## config.mk

```make
export PLATFORM = sky130hd
export DESIGN_NAME = sobel_edge_top
export DESIGN_NICKNAME = d
export VERILOG_FILES = /design/src/rtl/sobel_pkg.sv /design/src/rtl/sobel_kernel.sv /design/src/rtl/sobel_edge_top.sv
export SDC_FILE = /design/constraint.sdc
export NUM_CORES = 1
export LEC_CHECK = 0
export ABC_AREA = 1
export ABC_CLOCK_PERIOD_IN_PS = 1600
export CAP_MARGIN = 20
export CORE_MARGIN = 3
export CORE_UTILIZATION = 38
export DETAILED_ROUTE_END_ITERATION = 10
export PLACE_DENSITY = 0.54
export RECOVER_POWER = 25
export SYNTH_ARGS = -nofsm -noshare
export SYNTH_HDL_FRONTEND = slang
export SYNTH_SLANG_ARGS = --single-unit
```

## constraint.sdc

```tcl
create_clock -name clk -period 1.6 [get_ports clk]
set_clock_uncertainty 0.05 [all_clocks]
set_input_delay 0.24 -clock clk [delete_from_list [all_inputs] [get_ports clk]]
set_output_delay 0.24 -clock clk [all_outputs]
set_load 0.01 [all_outputs]
```

## src/rtl/sobel_pkg.sv

```systemverilog
// Shared definitions for the Sobel edge engine: FSM state encodings,
// 3x3 kernel coefficients (taps in raster order p0..p8) and the RGB to gray helper.
package sobel_pkg;

    typedef logic [1:0] state_t;

    localparam state_t FETCH = 2'd0;
    localparam state_t CALC  = 2'd1;
    localparam state_t WRITE = 2'd2;
    localparam state_t DONE  = 2'd3;

    localparam logic signed [2:0] gx_coef [9] = '{
        -3'sd1, 3'sd0, 3'sd1,
        -3'sd2, 3'sd0, 3'sd2,
        -3'sd1, 3'sd0, 3'sd1
    };

    localparam logic signed [2:0] gy_coef [9] = '{
        -3'sd1, -3'sd2, -3'sd1,
         3'sd0,  3'sd0,  3'sd0,
         3'sd1,  3'sd2,  3'sd1
    };

    // Green counts twice; the 10-bit sum cannot overflow for 8-bit channels.
    function automatic logic [7:0] rgb2gray(input logic [23:0] px);
        logic [9:0] sum;
        sum = {2'b00, px[23:16]} + {1'b0, px[15:8], 1'b0} + {2'b00, px[7:0]};
        return 8'(sum >> 2);
    endfunction

endpackage

```

## src/rtl/sobel_kernel.sv

```systemverilog
// Combinational Sobel operator: nine gray taps in, |Gx|+|Gy| saturated to 8 bits out.
module sobel_kernel
    import sobel_pkg::*;
(
    input  logic [8:0][7:0] taps,
    output logic [7:0]      mag
);

    logic signed [10:0] gx;
    logic signed [10:0] gy;
    logic signed [10:0] ax;
    logic signed [10:0] ay;
    logic [11:0]        sum;

    always_comb begin
        gx = '0;
        gy = '0;
        for (int i = 0; i < 9; i++) begin
            gx = gx + 11'(gx_coef[i]) * $signed({3'b000, taps[i]});
            gy = gy + 11'(gy_coef[i]) * $signed({3'b000, taps[i]});
        end
        ax  = gx[10] ? -gx : gx;
        ay  = gy[10] ? -gy : gy;
        sum = {1'b0, ax} + {1'b0, ay};
        mag = (sum > 12'd255) ? 8'hff : sum[7:0];
    end

endmodule

```

## src/rtl/sobel_edge_top.sv

```systemverilog
// Sobel edge engine: walks every 3x3 window of the input image memory and
// stores the saturated gradient magnitude of each window in the output memory.
module sobel_edge_top
    import sobel_pkg::*;
#(
    parameter int data_size    = 24,
    parameter int img_width    = 225,
    parameter int window_count = 49729
) (
    input  logic clk,
    input  logic reset,
    output logic done
);

    localparam int pix_count = img_width * img_width;
    localparam int aw        = $clog2(pix_count);
    localparam int kw        = (window_count > 1) ? $clog2(window_count) : 1;

    logic [data_size-1:0] in_mem  [pix_count] = '{default: '0};
    logic [data_size-1:0] out_mem [window_count];

    // Declaration values double as power-up state so a run starts without reset.
    state_t          state   = FETCH;
    logic [kw-1:0]   k       = '0;
    logic [3:0]      tap     = '0;
    logic [aw-1:0]   base    = '0;
    logic [aw-1:0]   col     = '0;
    logic [7:0]      rd_gray = '0;
    logic [7:0][7:0] tap_reg = '0;
    logic [7:0]      mag     = '0;

    logic [aw-1:0]   offset;
    logic [aw-1:0]   rd_addr;
    logic [7:0]      kernel_mag;

    always_comb begin
        case (tap)
            4'd0:    offset = '0;
            4'd1:    offset = aw'(1);
            4'd2:    offset = aw'(2);
            4'd3:    offset = aw'(img_width);
            4'd4:    offset = aw'(img_width + 1);
            4'd5:    offset = aw'(img_width + 2);
            4'd6:    offset = aw'(2 * img_width);
            4'd7:    offset = aw'(2 * img_width + 1);
            4'd8:    offset = aw'(2 * img_width + 2);
            default: offset = '0;
        endcase
    end

    assign rd_addr = base + offset;

    // rd_gray lags the address by one cycle, so it holds p8 during CALC.
    sobel_kernel u_kernel (
        .taps ({rd_gray, tap_reg}),
        .mag  (kernel_mag)
    );

    always_ff @(posedge clk) begin
        rd_gray <= rgb2gray(in_mem[rd_addr]);
        if (state == FETCH && tap != 4'd0) begin
            tap_reg <= {rd_gray, tap_reg[7:1]};
        end
        if (state == CALC) begin
            mag <= kernel_mag;
        end
        if (!reset && state == WRITE) begin
            out_mem[k] <= {mag, mag, mag};
        end
    end

    always_ff @(posedge clk) begin
        if (reset) begin
            state <= FETCH;
            k     <= '0;
            tap   <= '0;
            base  <= '0;
            col   <= '0;
        end else begin
            case (state)
                FETCH: begin
                    if (tap == 4'd8) begin
                        tap   <= '0;
                        state <= CALC;
                    end else begin
                        tap <= tap + 4'd1;
                    end
                end
                CALC: state <= WRITE;
                WRITE: begin
                    if (k == kw'(window_count - 1)) begin
                        state <= DONE;
                    end else begin
                        k     <= k + 1'b1;
                        state <= FETCH;
                        // Leaving the last column skips the two border pixels of the row.
                        if (col == aw'(img_width - 3)) begin
                            col  <= '0;
                            base <= base + aw'(3);
                        end else begin
                            col  <= col + 1'b1;
                            base <= base + 1'b1;
                        end
                    end
                end
                DONE:    state <= DONE;
                default: state <= FETCH;
            endcase
        end
    end

    assign done = (state == DONE);

endmodule

```

; Word-level counts from Yosys, hierarchy flattened
; Index checks and enable logic that the tools add are counted.
[word_totals]
reg_bits = 22
inputBits = 2
out_inout_bits = 1
wordCells = 18
[op_classes]
add_sub_neg = 2
eq_ne = 6
n_mux = 4
bitwise = 1
n_reduce_logical = 2
[ops]
columns = op, count
row1 = "16-bit by 1-bit adder with 16-bit output, second input constant", 1
row2 = "16-bit == test, second input constant", 1
row3 = 2-bit one-hot mux with 4 select lines, 1
row4 = "4-bit by 1-bit adder with 4-bit output, second input constant", 1
row5 = "2-bit == test, second input constant", 2
row6 = "4-bit == test, second input constant", 1
row7 = 2-bit 2-to-1 mux, 2
row8 = 4-bit 2-to-1 mux, 1
row9 = "2-bit by 1-bit == test with 1-bit output, second input constant", 1
row10 = 2-bit zero test, 1
row11 = "2-bit by 1-bit != test with 1-bit output, second input constant", 1
row12 = 2-bit AND reduction, 1
row13 = 1-bit inverter, 1

; Depth between registers and ports, before layout
; Gate-level depths: netlist of run 1.
[depth]
depth_word = 3
depth_mapped = 10
depth_no_buf = 9

; Least setup slack after synthesis of run 1
; OpenSTA, ideal clock, no wires.
[synth_path]
path_type = register to register
start = register k[0]
end = register k[6]
setup_ps = 142
arrival_ps = 1213
required_time_ps = 1408
path_slack_ps = 195
stages_incl_launch_ff = 11
synth_period_minus_slack_ps = 1405
cell_sequence = dfxtp_1 -> inv_1 -> ha_1 -> nand3_1 -> nor2_4 -> nand2_4 -> nand2_4 -> inv_2 -> buf_6 -> nand2_1 -> a21oi_2
[synth_between]
elab_chain_len = 3
elab_cells_between_ends = 4
cone_classes = add/sub: 1 / eq/ne: 1 / bitwise: 1 / reduce/logical: 1
[synth_rtl]
columns = item, line_no
row1 = start: declaration, sobel_edge_top.sv:24  ; logic [kw-1:0] k = '0;
row2 = start signal: assignment, sobel_edge_top.sv:94  ; k <= k + 1'b1;
row3 = branches (longest 3 deep; another with 16-bit by 1-bit adder with 16-bit output), -
; Several ways; the timed one is not identified.
; A chain may end at the register's enable or synchronous reset.

; Final worst setup path of run 1
; Ends and elaborated chain as after synthesis.

==> run_results.csv, run 1 <==
group,metric,value,unit
worst_setup_path,r2r_slack,150,ps
sta,timing.final.crit_period,1450,ps
floorplan,die_area,4330,um^2
global_routing,antenna_found_initial,0,
detailed_routing,detail_route.iter0.violations,63,
sta,post-route-worst-setup-slack,148,ps
sta,hold_viol_final,0,
final_layout,syn_to_final_growth,8.48,%
yosys,syn_area_per_cell,6.82,um^2
job,drv_cap,0,
placed_design,dpl_worst_slack,24.4,ps
sta,rsz0062_at_grt,"false",
floorplan,core,3390,um^2
detailed_routing,vias,1172,
power,p_leak,0.000555,uW
detailed_routing,routed_wl,2.63,mm
final_layout,largest_register_ffs,16,
worst_setup_path,r2r.worst_path.cells,9,
clock_tree,path_clk_slew,120,ps
sta,tightest_slew,319,ps
detailed_routing,post_drt_wl_per_cell,10.5,um
clock_tree,post_cts_buffers,0,
placed_design,dp_hpwl,2.01,mm
clock_tree,clkLatencyLatePin,310,ps
sta,fin_crit_sh,0.908,
sta,timing.fmax,0.689,GHz
yosys,syn_inst,199,
detailed_routing,first_pass_iters,4,
floorplan,initial_core_util,0.401,
floorplan,dieWidth,65.8,um
yosys,synthTopCellsByArea,"dfxtp_1 32%, nand2_1 14%, nor2_1 8.3%, inv_1 6.6%, a21oi_2 5.2%",
detailed_routing,drt.antenna.violating_nets,0,
detailed_routing,wl_met1,1.43,mm
global_routing,overflow,0,
worst_setup_path,worstReg2RegEnd,"k[6]$_SDFFE_PP0P_",
outcome,status,"finished clean",
yosys,yosysMostFrequentCell,"nand2_1",
yosys,mappedNetlistNets,205,
worst_setup_path,reg2reg_from,"k[0]$_SDFFE_PP0P_",
yosys,synth.largest_area_cell,"dfxtp_1",
worst_setup_path,path_class,"reg -> reg",
yosys,synth-main-ff-cell,"dfxtp_1",
sta,tns,0,ps
detailed_routing,dr_wl_met2,1.13,mm
worst_setup_path,cp.required,1800,ps
yosys,ys_types,23,
worst_setup_path,cp-end-kind,"register",
yosys,synth_top_area_frac,0.324,
floorplan,die_y,65.8,um
final_layout,final_area,1470,um^2
global_routing,grt_pass1_vias,1031,
placed_design,dpl_cell_area,1440,um^2
clock_tree,cts_root_buf,"clkbuf_4",
final_layout,finalNonFillerCells,251,
power,power_density,582,nW/um^2
sta,finalSetupViolCount,0,
final_layout,post-route-util,0.434,
placed_design,port_buffers,2,
floorplan,row_count,21,
placed_design,dp.cells,248,
clock_tree,holdBufCountCts,0,
global_routing,grt_pass1_wl,4.74,mm
worst_setup_path,crit_fanout,10,
sta,max_slew_margin,0.787,
yosys,netlist_top_cells_count,"51 x nand2_1, 30 x nor2_1, 24 x inv_1, 22 x dfxtp_1, 14 x nand3_1",
worst_setup_path,crit_path_start,"k[0]$_SDFFE_PP0P_",
worst_setup_path,start_kind,"register",
clock_tree,cts_made_buffers,3,
yosys,ys_seq_elements,22,
final_layout,n_antenna_cell,0,
placed_design,place.gp.congestion,0.918,
detailed_routing,avgViaCountPerCell,4.67,
yosys,async_flop_share,0,
detailed_routing,wl_met3,59,um
yosys,syn_area,1360,um^2
clock_tree,cts_buffer_depth,2,
clock_tree,clkSinkCount,22,
global_routing,grt_max_degree,13,
min_path,hp-class,"reg -> reg",
clock_tree,cts_tree,"built",
floorplan,ios,3,
final_layout,fin_nets,213,
yosys,yosysSeqAreaShare,0.324,
yosys,yosysWarnings,0,
final_layout,drive_gt1_frac,0.171,
detailed_routing,top_layer,"met4",
detailed_routing,drc,0,
clock_tree,cts_max_level,1,
worst_setup_path,cp.arrival,1650,ps
power,ir_worst_vdd,0.355,mV
worst_setup_path,endpoint,"k[6]$_SDFFE_PP0P_",
global_routing,track_usage,0.139,
yosys,synth_edf_count,0,
sta,drv_slew,0,
## worst min-delay path by stage
stage                              from             endpoint  depth (start not counted)
finish              tap[3]$_SDFFE_PP0N_  tap[3]$_SDFFE_PP0N_                          1
global placement    tap[3]$_SDFFE_PP0N_  tap[3]$_SDFFE_PP0N_                          1
CTS                 tap[3]$_SDFFE_PP0N_  tap[3]$_SDFFE_PP0N_                          1
floorplan           tap[3]$_SDFFE_PP0N_  tap[3]$_SDFFE_PP0N_                          1
global route        tap[3]$_SDFFE_PP0N_  tap[3]$_SDFFE_PP0N_                          1
detailed placement  tap[3]$_SDFFE_PP0N_  tap[3]$_SDFFE_PP0N_                          1
## layout make-up
cell class | count | area (um^2)
inverter | 26 | 100
clock buffer | 3 | 22.5
timing repair buffer | 8 | 63.8
multi-input combinational | 146 | 783
fill | 357 | 1920
sequential | 22 | 445
tap | 46 | 57.6
## report_power, final
| group | switching [uW] | total, uW | leakage (uW) | internal, uW |
|---|---|---|---|---|
| clock | 164 | 252 | 0.0000138 | 88.0 |
| sequential | 5.59 | 560 | 0.000180 | 555 |
| combinational | 25.9 | 43.9 | 0.000361 | 18.1 |
## worst max-delay path: stages, from the launching register on
cell and delay (ps):
dfxtp_2 360, inv_2 60, ha_1 140, nand3_1 110
nor2_4 120, nand2_4 100, nand2_8 110, buf_4 140
nand2_1 70, a21oi_2 130
## kinds of logic after synthesis
logic type,Yosys count,synth area share
AOI/OAI and AO/OA,24,0.122
DFF,22,0.324
and+or+nand+nor,111,0.367
buffers and inverters,31,0.105
adders and majority gates,4,0.0369
xor gates and xnor gates,7,0.0452
## cells in the final DEF (no fill, tap or decap)
cell / instances
a211oi_1: 2
clkdlybuf4s50_1: 1
xor2_1: 4
xnor2_1: 3
dlygate4sd2_1: 1
dfxtp_1: 18
a21oi_1: 4
inv_1: 23
clkbuf_4: 3
o21bai_1: 4
nor3_2: 1
nand3_1: 14
o21ai_0: 6
nor2_4: 2
nor2_2: 6
nand2_1: 51
nand4_1: 5
nand2_8: 1
dfxtp_2: 4
nor2_1: 30
inv_4: 1
buf_4: 6
inv_2: 2
nand2_4: 1
a21oi_2: 8
ha_1: 4
## repair_timing
item / in CTS / in global routing
setup endpoints to repair: 5 / 10
pin swaps: 0 / 1
gates resized for setup: 5 / 5
## metrics by stage
step | power, uW | hold slack, ps
3_5_place_dp | 617 | 414
3_3_place_gp | 615 | 404
4_1_cts | 871 | 438
2_1_floorplan | 606 | 387
5_1_grt | 894 | 456
6_report | 856 | 437
## per-layer routing
| metal | GRT usage | up-vias |
|---|---|---|
| met2 | 0.203 | 7 |
| li1 | - | 642 |
| met5 | 0 | - |
| met1 | 0.204 | 521 |
| met4 | 0.0466 | 0 |
| met3 | 0.0255 | 2 |
Power figures use the tool's default switching activity.
==> inputs of run 2 (changes only) <==
CTS_CLUSTER_DIAMETER = 200   (was default)
==> results of run 2 <==
No change in the layout: final DEF, timing and power equal those of run 1.
==> inputs of run 3 (changes only) <==
ABC_AREA = 0   (was 1)
ABC_CLOCK_PERIOD_IN_PS = 1300   (was 1600)
MAX_ROUTING_LAYER = met4   (was default)
PLACE_DENSITY = 0.56   (was 0.54)
clock period = 1.3 ns   (was 1.6 ns; I/O delays follow)
==> run 3 against run 2 <==
  * The flow now finishes with violations (negative setup slack)
  * Die area shrank 16%
  * Sequential share of layout area fell by 0.88 points
  * Worst hold slack better by 34 ps
  * Sequential power grew 20%
  * Register-to-register slack got worse by 310 ps
  * Combinational power increased by 67%
  * Critical path type unchanged
  * Highest routed layer unchanged
==> run_results.csv, run 3 <==
group,metric,value,unit
clock_tree,cts_made_buffers,3,
global_routing,use_met1,0.234,
final_layout,layout.cells.most_common,"buf_4",
floorplan,ios,3,
sta,post-route-worst-setup-slack,-165,ps
worst_setup_path,r2r_slack,-170,ps
floorplan,dieWidth,60.3,um
sta,timing.fmax,0.682,GHz
floorplan,die_y,60.3,um
worst_setup_path,path_class,"reg -> reg",
final_layout,drive_gt1_frac,0.491,
power,power_density,694,nW/um^2
floorplan,core,2780,um^2
worst_setup_path,endpoint,"k[13]$_SDFFE_PP0P_",
final_layout,syn_to_final_growth,45.2,%
outcome,status,"finished, violations left",
power,pwr-share-comb,0.065,
job,drv_cap,0,
clock_tree,holdBufCountCts,0,
detailed_routing,drc,0,
yosys,synth-main-ff-cell,"dfxtp_1",
power,fin_total_pwr,1130,uW
detailed_routing,avgViaCountPerCell,5.36,
power,ir_worst_vdd,0.542,mV
worst_setup_path,reg2reg_from,"k[1]$_SDFFE_PP0P_",
floorplan,row_count,19,
global_routing,grtUsageMet2,0.236,
sta,tightest_slew,311,ps
sta,drv_slew,0,
yosys,yosysWarnings,0,
sta,hold_slack,470,ps
clock_tree,cts_tree,"built",
worst_setup_path,worstReg2RegEnd,"k[13]$_SDFFE_PP0P_",
clock_tree,cts_max_level,1,
detailed_routing,post_drt_wl_per_cell,14.0,um
yosys,netlist_top_cells_count,"22 x dfxtp_1, 17 x nor2_1, 9 x a21oi_1",
detailed_routing,routed_wl,2.74,mm
clock_tree,clkLatencyLatePin,310,ps
yosys,synth_edf_count,0,
worst_setup_path,crit_path_start,"k[1]$_SDFFE_PP0P_",
power,swShare,0.227,
placed_design,place.gp.congestion,0.733,
worst_setup_path,crit_fanout,5,
final_layout,largest_register_ffs,16,
global_routing,antenna_found_initial,0,
yosys,async_flop_share,0,
clock_tree,cts_root_buf,"clkbuf_4",
worst_setup_path,cp.arrival,1670,ps
clock_tree,cts_buffer_depth,2,
global_routing,grt_pass1_vias,959,
yosys,yosysSeqAreaShare,0.393,
floorplan,initial_core_util,0.403,
yosys,mappedNetlistNets,137,
detailed_routing,detail_route.iter0.violations,27,
clock_tree,path_clk_slew,130,ps
global_routing,grt_pass1_wl,4.35,mm
worst_setup_path,cp-end-kind,"register",
worst_setup_path,r2r.worst_path.cells,5,
yosys,yosysMostFrequentCell,"dfxtp_1",
power,pwr-share-clk,0.339,
final_layout,final_area,1630,um^2
final_layout,n_antenna_cell,0,
sta,fin_crit_sh,1.13,
power,p_leak,0.000611,uW
final_layout,fin_nets,172,
min_path,hp-class,"reg -> reg",
final_layout,post-route-util,0.585,
yosys,synthTopCellsByArea,"dfxtp_1 39%, nor2_1 5.7%, xor2_1 4.7%, ha_1 4.5%, nand4_1 4.5%",
power,seq_power_share,0.596,
sta,timing.final.crit_period,1470,ps
power,p_sw,256,uW
placed_design,dp.cells,186,
yosys,syn_area,1120,um^2
yosys,ys_seq_elements,22,
global_routing,track_usage,0.167,
power,p_int,874,uW
yosys,syn_inst,131,
final_layout,finalNonFillerCells,196,
sta,max_slew_margin,0.792,
final_layout,final_cell_mix,"25 x buf_4, 16 x nor2_1",
placed_design,port_buffers,2,
global_routing,overflow,0,
sta,finalSetupViolCount,14,
yosys,synth.largest_area_cell,"dfxtp_1",
yosys,syn_area_per_cell,8.56,um^2
detailed_routing,vias,1050,
worst_setup_path,start_kind,"register",
detailed_routing,drt.antenna.violating_nets,0,
floorplan,die_area,3640,um^2
final_layout,n_fill_cell,263,
worst_setup_path,cp.required,1510,ps
yosys,ys_types,36,
outcome,violations,"negative setup slack",
placed_design,dpl_cell_area,1390,um^2
global_routing,grt_max_degree,13,
detailed_routing,first_pass_iters,4,
sta,rsz0062_at_grt,"true",
global_routing,met3_usage,0.0259,
sta,hold_viol_final,0,
clock_tree,clkSinkCount,22,
yosys,synth_top_area_frac,0.393,
global_routing,grt-busiest-layer,"met2",
placed_design,dp_hpwl,1.83,mm
-- run 3: layout make-up --
cell class	instances	area, um^2	area share
flip-flops and latches	22	478	0.294
multi-input cells	99	747	0.459
well taps	31	38.8	0.0238
inverters	4	15.0	0.00922
repair buffers	36	313	0.192
clock buffers	4	36.3	0.0223
-- run 3: power by group through the flow --
stage	Sequential, uW	Clock, uW	Combinational, uW
after global placement	703	0	60.1
final	674	383	73.2
after global routing	675	429	84.9
after detailed placement	703	0	62.5
after CTS	684	397	62.8
after floorplan	704	0	32.6
-- run 3: through the flow --
step | worst slack, ps | TNS, ps
after floorplan | -152 | -529
after detailed placement | -237 | -1930
after global placement | -178 | -1280
after global routing | -217 | -2290
after CTS | -142 | -1080
final | -165 | -1180
-- run 3: cells by family after synthesis --
logic type      Yosys count  synth area share
buf+inv                  10            0.0413
fa+ha+maj                 4            0.0446
simple gates             63             0.326
mux                       2            0.0190
xor+xnor                 10            0.0781
compound gates           20            0.0982
flops                    22             0.393
-- run 3: metal layers --
layer | wire length, um | share of wire
met5 | 0 | 0
met4 | 18 | 0.0066
met1 | 1380 | 0.50
met2 | 1260 | 0.46
met3 | 81 | 0.030
-- run 3: timing repair --
action	4_1_cts	5_1_grt
buffers inserted	1	6
gates cloned	0	0
endpoints found under the hold margin	0	0
resized for setup	22	33
pin swaps	14	11
setup endpoints to repair	18	19
-- run 3: how the worst min path moves through the flow --
stage | slack [ps] | from | depth (start not counted) | endpoint
global route | 490 | tap[3]$_SDFFE_PP0N_ | 2 | tap[3]$_SDFFE_PP0N_
floorplan | 330 | reset | 2 | k[8]$_SDFFE_PP0P_
finish | 470 | tap[3]$_SDFFE_PP0N_ | 2 | tap[3]$_SDFFE_PP0N_
global placement | 430 | tap[3]$_SDFFE_PP0N_ | 2 | tap[3]$_SDFFE_PP0N_
CTS | 450 | tap[3]$_SDFFE_PP0N_ | 2 | tap[3]$_SDFFE_PP0N_
detailed placement | 440 | tap[3]$_SDFFE_PP0N_ | 2 | tap[3]$_SDFFE_PP0N_
-- run 3: worst max-delay path, cell delays in order (launching register included) --
cell	delay, ps
dfxtp_2	370
buf_4	130
and4b_2	320
nand3_2	100
or3_1	330
a21oi_2	110
